===== src/rtl/multi_edge_one_shot.sv =====
// Per-channel synchronizer, debouncer and non-retriggerable one-shot for raw
// button/switch inputs, with a shared registered Busy flag.
module multi_edge_one_shot #(
    parameter int CHANNELS        = 4,
    parameter int DEBOUNCE_CYCLES = 4,
    parameter int PULSE_CYCLES    = 1,
    parameter int EDGE_MODE       = 0
) (
    input  logic                CLOCK,
    input  logic                Reset,
    input  logic [CHANNELS-1:0] InputPulse,
    output logic [CHANNELS-1:0] OneShot,
    output logic [CHANNELS-1:0] Level,
    output logic                Busy
);

    typedef enum logic {
        IDLE   = 1'b0,
        ACTIVE = 1'b1
    } pulse_state_t;

    // The debounce counter only ever holds DEBOUNCE_CYCLES-1; one extra bit on
    // the increment lets the terminal compare happen without wrapping.
    localparam int DW = (DEBOUNCE_CYCLES < 2) ? 1 : $clog2(DEBOUNCE_CYCLES + 1);
    localparam int PW = (PULSE_CYCLES < 2) ? 1 : $clog2(PULSE_CYCLES);

    localparam int DEB_INT   = DEBOUNCE_CYCLES;
    localparam int PLAST_INT = PULSE_CYCLES - 1;
    localparam logic [DW:0]   DEB_LIMIT  = DEB_INT[DW:0];
    localparam logic [PW-1:0] PULSE_LAST = PLAST_INT[PW-1:0];

    localparam bit RISE_EN = (EDGE_MODE != 1);
    localparam bit FALL_EN = (EDGE_MODE == 1) || (EDGE_MODE == 2);

    logic [CHANNELS-1:0] s1_q, s1_d;
    logic [CHANNELS-1:0] s2_q, s2_d;
    logic [CHANNELS-1:0] level_q, level_d;
    logic [CHANNELS-1:0] edge_q, edge_d;
    logic [CHANNELS-1:0] one_shot_q, one_shot_d;
    logic                busy_q, busy_d;

    logic [DW-1:0] deb_cnt_q   [CHANNELS];
    logic [DW-1:0] deb_cnt_d   [CHANNELS];
    logic [PW-1:0] pulse_cnt_q [CHANNELS];
    logic [PW-1:0] pulse_cnt_d [CHANNELS];
    pulse_state_t  state_q     [CHANNELS];
    pulse_state_t  state_d     [CHANNELS];

    // Next-state logic. An accepted edge is latched for one clock in edge_q so
    // that the pulse starts the cycle after Level changes.
    always_comb begin
        s1_d   = InputPulse;
        s2_d   = s1_q;
        busy_d = 1'b0;
        for (int c = 0; c < CHANNELS; c++) begin
            logic [DW:0] deb_next;
            deb_next       = {1'b0, deb_cnt_q[c]} + 1'b1;
            level_d[c]     = level_q[c];
            edge_d[c]      = 1'b0;
            deb_cnt_d[c]   = '0;
            state_d[c]     = state_q[c];
            pulse_cnt_d[c] = pulse_cnt_q[c];

            if (s2_q[c] != level_q[c]) begin
                if (deb_next == DEB_LIMIT) begin
                    level_d[c] = s2_q[c];
                    edge_d[c]  = s2_q[c] ? RISE_EN : FALL_EN;
                end else begin
                    deb_cnt_d[c] = deb_next[DW-1:0];
                end
            end

            // Edges arriving while ACTIVE are simply dropped.
            case (state_q[c])
                IDLE: begin
                    if (edge_q[c]) begin
                        state_d[c]     = ACTIVE;
                        pulse_cnt_d[c] = '0;
                    end
                end
                ACTIVE: begin
                    if (pulse_cnt_q[c] == PULSE_LAST) begin
                        state_d[c]     = IDLE;
                        pulse_cnt_d[c] = '0;
                    end else begin
                        pulse_cnt_d[c] = pulse_cnt_q[c] + 1'b1;
                    end
                end
                default: begin
                    state_d[c]     = IDLE;
                    pulse_cnt_d[c] = '0;
                end
            endcase

            one_shot_d[c] = (state_d[c] == ACTIVE);
            busy_d        = busy_d | one_shot_d[c];
        end
    end

    always_ff @(posedge CLOCK) begin
        if (Reset) begin
            s1_q       <= '0;
            s2_q       <= '0;
            level_q    <= '0;
            edge_q     <= '0;
            one_shot_q <= '0;
            busy_q     <= 1'b0;
            for (int c = 0; c < CHANNELS; c++) begin
                deb_cnt_q[c]   <= '0;
                pulse_cnt_q[c] <= '0;
                state_q[c]     <= IDLE;
            end
        end else begin
            s1_q       <= s1_d;
            s2_q       <= s2_d;
            level_q    <= level_d;
            edge_q     <= edge_d;
            one_shot_q <= one_shot_d;
            busy_q     <= busy_d;
            for (int c = 0; c < CHANNELS; c++) begin
                deb_cnt_q[c]   <= deb_cnt_d[c];
                pulse_cnt_q[c] <= pulse_cnt_d[c];
                state_q[c]     <= state_d[c];
            end
        end
    end

    assign OneShot = one_shot_q;
    assign Level   = level_q;
    assign Busy    = busy_q;

endmodule


===== config.mk =====
export PLATFORM = sky130hd
export DESIGN_NAME = multi_edge_one_shot
export DESIGN_NICKNAME = d
export VERILOG_FILES = /design/src/rtl/multi_edge_one_shot.sv
export SDC_FILE = /design/constraint.sdc
export NUM_CORES = 1
export LEC_CHECK = 0
export ABC_AREA = 1
export BUFFER_PORTS_ARGS = -buffer_cell sky130_fd_sc_hd__buf_4
export CORE_MARGIN = 3
export CORE_UTILIZATION = 50
export DETAILED_ROUTE_END_ITERATION = 6
export PLACE_DENSITY = 0.77
export SETUP_SLACK_MARGIN = 0.2
export SYNTH_ARGS = -nofsm -noshare
export SYNTH_HDL_FRONTEND = slang
export SYNTH_SLANG_ARGS = --single-unit

===== constraint.sdc =====
create_clock -name CLOCK -period 1.15 [get_ports CLOCK]
set_input_delay 0.115 -clock CLOCK [delete_from_list [all_inputs] [get_ports CLOCK]]
set_output_delay 0.115 -clock CLOCK [all_outputs]
set_load 0.02 [all_outputs]

=== After elaboration in Yosys (flattened, before gate mapping) ===
Memories as Yosys holds them, arrays and structs flattened.
Cells that the tools add are included.
Widths: inputs -> output; s select.

* Memories kept: 3
* Register bits after elaboration: 21
* RAM bits: 20
* Word-level logic and storage cells: 117
* Output and inout bits: 9

{| class="wikitable"
|+ Memory list
! name !! words !! bits a word !! rd ports !! clocked after memory_dff !! write ports !! RTL line !! source
|-
| deb_cnt_q || 4 || 3 || 4 || 0 || 4 || 42 || <nowiki>logic [DW-1:0] deb_cnt_q [CHANNELS];</nowiki>
|-
| pulse_cnt_q || 4 || 1 || 4 || 0 || 4 || 44 || <nowiki>logic [PW-1:0] pulse_cnt_q [CHANNELS];</nowiki>
|-
| state_q || 4 || 1 || 4 || 0 || 4 || 46 || <nowiki>pulse_state_t state_q [CHANNELS];</nowiki>
|}

* Reductions and logical operators: 8
* Bitwise operators: 27
* Multiplexer cells: 51
* $add $sub $neg: 8
* Equality and inequality tests: 8

{| class="wikitable"
|+ Operators with widths
! kind !! count
|-
| $mux 3 || 12
|-
| $mux 1 || 31
|-
| $add 3x1->4 const B || 4
|-
| $eq 4x3->1 const B || 4
|-
| $pmux 1 s2 || 8
|-
| $or 1x1->1 || 15
|-
| $not 1->1 || 12
|-
| $reduce_or 3->1 || 4
|-
| $reduce_and 2->1 || 4
|-
| $add 1x1->1 const B || 4
|-
| $ne 1x1->1 || 4
|}

=== Depth between registers and ports, before layout ===
* Depth after elaboration: 5
* Mapped depth: 7

=== Worst setup path before layout ===
OpenSTA, ideal clock, no wires.

* Path type: flip-flop to flip-flop
* Start point: mem deb_cnt_q[1][0] (netlist bit)
* End point: mem deb_cnt_q[1][0] (netlist bit)
* Cell stages (with the launch flop): 6
* Required time: 1.034 ns
* Arrival: 0.976 ns
* Setup slack: 0.058 ns
* Setup time: 0.116 ns
* Path through: dfxtp_1 ha_1 xor2_1 nand3_1 nand2_1 nor2_1

{| class="wikitable"
|+ RTL lines
! what !! RTL line
|-
| start: declaration || 42
|}

==> results.yml <==
status:
  status: "finished, final reports clean"
detailed_routing:
  vias: 1033
  drc_errors: 0
  detail_route.wirelength_mm: 2.41
  ant_nets: 0
  drt-initial-drc-count: 17
  dr.pass1.iters: 4
  via_per_inst: 4.80
  wire_per_inst_um: 11.2
min_path:
  min_path_type: "input port to register"
  worstHoldStart: "Reset"
  hold-path-endpoint: "s1_q[3]"
  hold_depth: 2
sta:
  min_period_ps: 1080
  drv_slew: 0
  finalCritPeriodShare_pct: 93.8
  relSlewSlack_pct: 83.2
  finClkSkew_ps: 7.63
  setup_violations: 0
  tightest_slew_ps: 252
  setup_tns_ps: 0
  finalHoldViolCount: 0
  rsz0062_at_grt: "yes"
  fmaxAchievable_ghz: 0.927
clock_tree:
  cts_root_buffer: "clkbuf_4"
  cts_tree: "done"
  clkSinkCount: 33
  clk_path_buf_depth: 2
  cts_buffers: 5
  cts_max_level: 2
  clk_latency_ps: 320
  clkTransAtPathRegs_ps: 90
worst_setup_path:
  start_kind: "register"
  r2r_slack_ps: 70
  reg2reg_to: "Level[1]"
  critPathArrivalTime_ps: 1300
  setup.worst_path.end_class: "register"
  critical_path.reg2reg.startpoint: "deb_cnt_q[1][1]"
  required_ps: 1370
  crit_type: "register to register"
  reg2regPathDepth: 5
  cp_max_fo: 4
synthesis:
  ys.warnings.count: 0
  seq_area_frac_synth_pct: 50.8
  synth_top_area_cell: "dfxtp_1"
  ys_types: 16
  postSynthNetCount: 174
  synth_seq_cells: 33
  synth_edf_count: 0
  synth_area_leaders: "dfxtp_1 (51%), inv_1 (8.7%), nand2_1 (7.8%)"
  synthCells: 160
  avgSynthCellArea_um2: 8.12
  async_reset_ff_share_pct: 0
  ys.flop_type: "dfxtp_1"
  synthTopCellsByCount: "dfxtp_1 (33), inv_1 (30), nand2_1 (27), nor2_1 (27), ha_1 (8)"
  synth_top_area_share_pct: 50.8
  synth_area_um2: 1300
  synth.most_common_cell: "dfxtp_1"
finish:
  multi_input_area_um2: 641
  layout-drive-gt1-share_pct: 36.4
  nets: 201
  num-fill-cells: 172
  syn2layout_area_growth_pct: 35.1
  fin_cells: 215
  register_area_um2: 693
  insertedDiodeCount: 0
global_routing:
  grt_start_max_net_pins: 26
  antenna_found_initial: 0
  grt_pass1_vias: 1010
  grt_first_pass_wirelength_mm: 4.09
  gr-total-overflow: 0
  grt_use_total_pct: 16.5
place:
  globalplace.congestion: 0.730
  port-buffer-count: 14
  place_inst: 196
  detailed_place_hpwl_mm: 1.45
power:
  power_density_nw_per_um2: 1070
  static-leakage-power_nw: 0.764
  ir_worst_vdd_mv: 0.844
die:
  start_util_pct: 55.6
  fp.coreArea_um2: 2340
  boundaryPins: 15
  die-area_um2: 3250
  rows: 17
  die_y_um: 57.0
  chipWidth_um: 57.0
flow_run:
  maxCapViolCount: 0
cells by family (layout without fill, tap and decap cells):
kind of cell,Yosys count,count (layout),share of synthesized area (%)
and+or+nand+nor,73,73,24.1
buffers and inverters,36,63,12.1
DFF,33,33,50.8
adders and majority gates,8,8,7.70
AOI/OAI and AO/OA,5,5,1.92
xor gates and xnor gates,5,5,3.37
worst max-delay path by stage:
| stage | slack (ps) | cells past startpoint | end | start |
|---|---|---|---|---|
| after CTS | 100 | 6 | deb_cnt_q[0][0] | deb_cnt_q[0][0] |
| final | 70 | 5 | Level[1] | deb_cnt_q[1][1] |
| after floorplan | 140 | 6 | deb_cnt_q[0][0] | deb_cnt_q[0][1] |
| after detailed placement | 60 | 6 | deb_cnt_q[0][0] | deb_cnt_q[0][1] |
| after global placement | 100 | 6 | deb_cnt_q[0][0] | deb_cnt_q[0][1] |
| after global routing | 3 | 5 | Level[1] | deb_cnt_q[1][1] |
placed cells by master (no fill, tap or decap), drive strengths merged:
cell type,count
nor2,27
buf,22
and3,1
a21oi,5
nand4,5
inv,30
dfxtp,33
dlygate4sd3,4
nor3,3
nand2,27
clkbuf,7
ha,8
nand3b,1
and2b,1
nand3,7
nor3b,1
xnor2,2
xor2,3
power by group:
part	switching, W	total, W	leakage [nW]	internal, W
combinational	0.0000388	0.0000762	0.455	0.0000375
sequential	0.0000110	0.00116	0.277	0.00115
clock	0.000347	0.000635	0.0314	0.000288
registers in the layout, indices dropped and copies added (netlist names):
| name | cells |
|---|---|
| Level | 4 |
| Busy | 1 |
| deb_cnt_q | 12 |
| s1_q | 4 |
| edge_q | 4 |
| s2_q | 4 |
| OneShot | 4 |
metal layers:
| layer | global-route usage, % | share of wire [%] | vias to the layer above |
|---|---|---|---|
| li1 | - | - | 530 |
| met5 | 0 | 0 | - |
| met3 | 7.24 | 5.1 | 7 |
| met1 | 17.1 | 40 | 476 |
| met4 | 6.95 | 1.9 | 0 |
| met2 | 29.0 | 53 | 20 |
metrics by stage:
step | instance area [um2] | worst slack, ps | hold slack, ps | total power, W | util (%)
after global routing | 1760 | 2.75 | 130 | 0.00195 | 75.1
after floorplan | 1360 | 136 | 222 | 0.00123 | -
after CTS | 1710 | 101 | 121 | 0.00190 | 73.2
final | 1760 | 71.4 | 134 | 0.00187 | 75.1
after detailed placement | 1450 | 57.3 | 325 | 0.00125 | 62.0
after global placement | 1450 | 99.4 | 318 | 0.00125 | 62.0
critical path, stage by stage, from the launching register on:
cell and delay [ps]:
dfxtp_4 380, ha_4 150, xor2_4 200, nand4_1 110, nand2_1 80, nand2_1 60
cell type report:
cell class / instances / area share [%]
clock buffers: 7 / 3.13
well taps: 28 / 1.99
multi-input cells: 91 / 36.5
flip-flops and latches: 33 / 39.5
inverters: 30 / 6.41
repair buffers: 26 / 12.5
what timing repair did:
| action | CTS | global route |
|---|---|---|
| hold buffers | 4 | 0 |
| endpoints found under the hold margin | 4 | 0 |
| endpoints found under the setup margin | 23 | 28 |
| setup buffers | 7 | 1 |
| gates cloned | 0 | 0 |
| pin swaps | 9 | 3 |
| gates resized for setup | 26 | 13 |
Power figures use the tool's default switching activity.
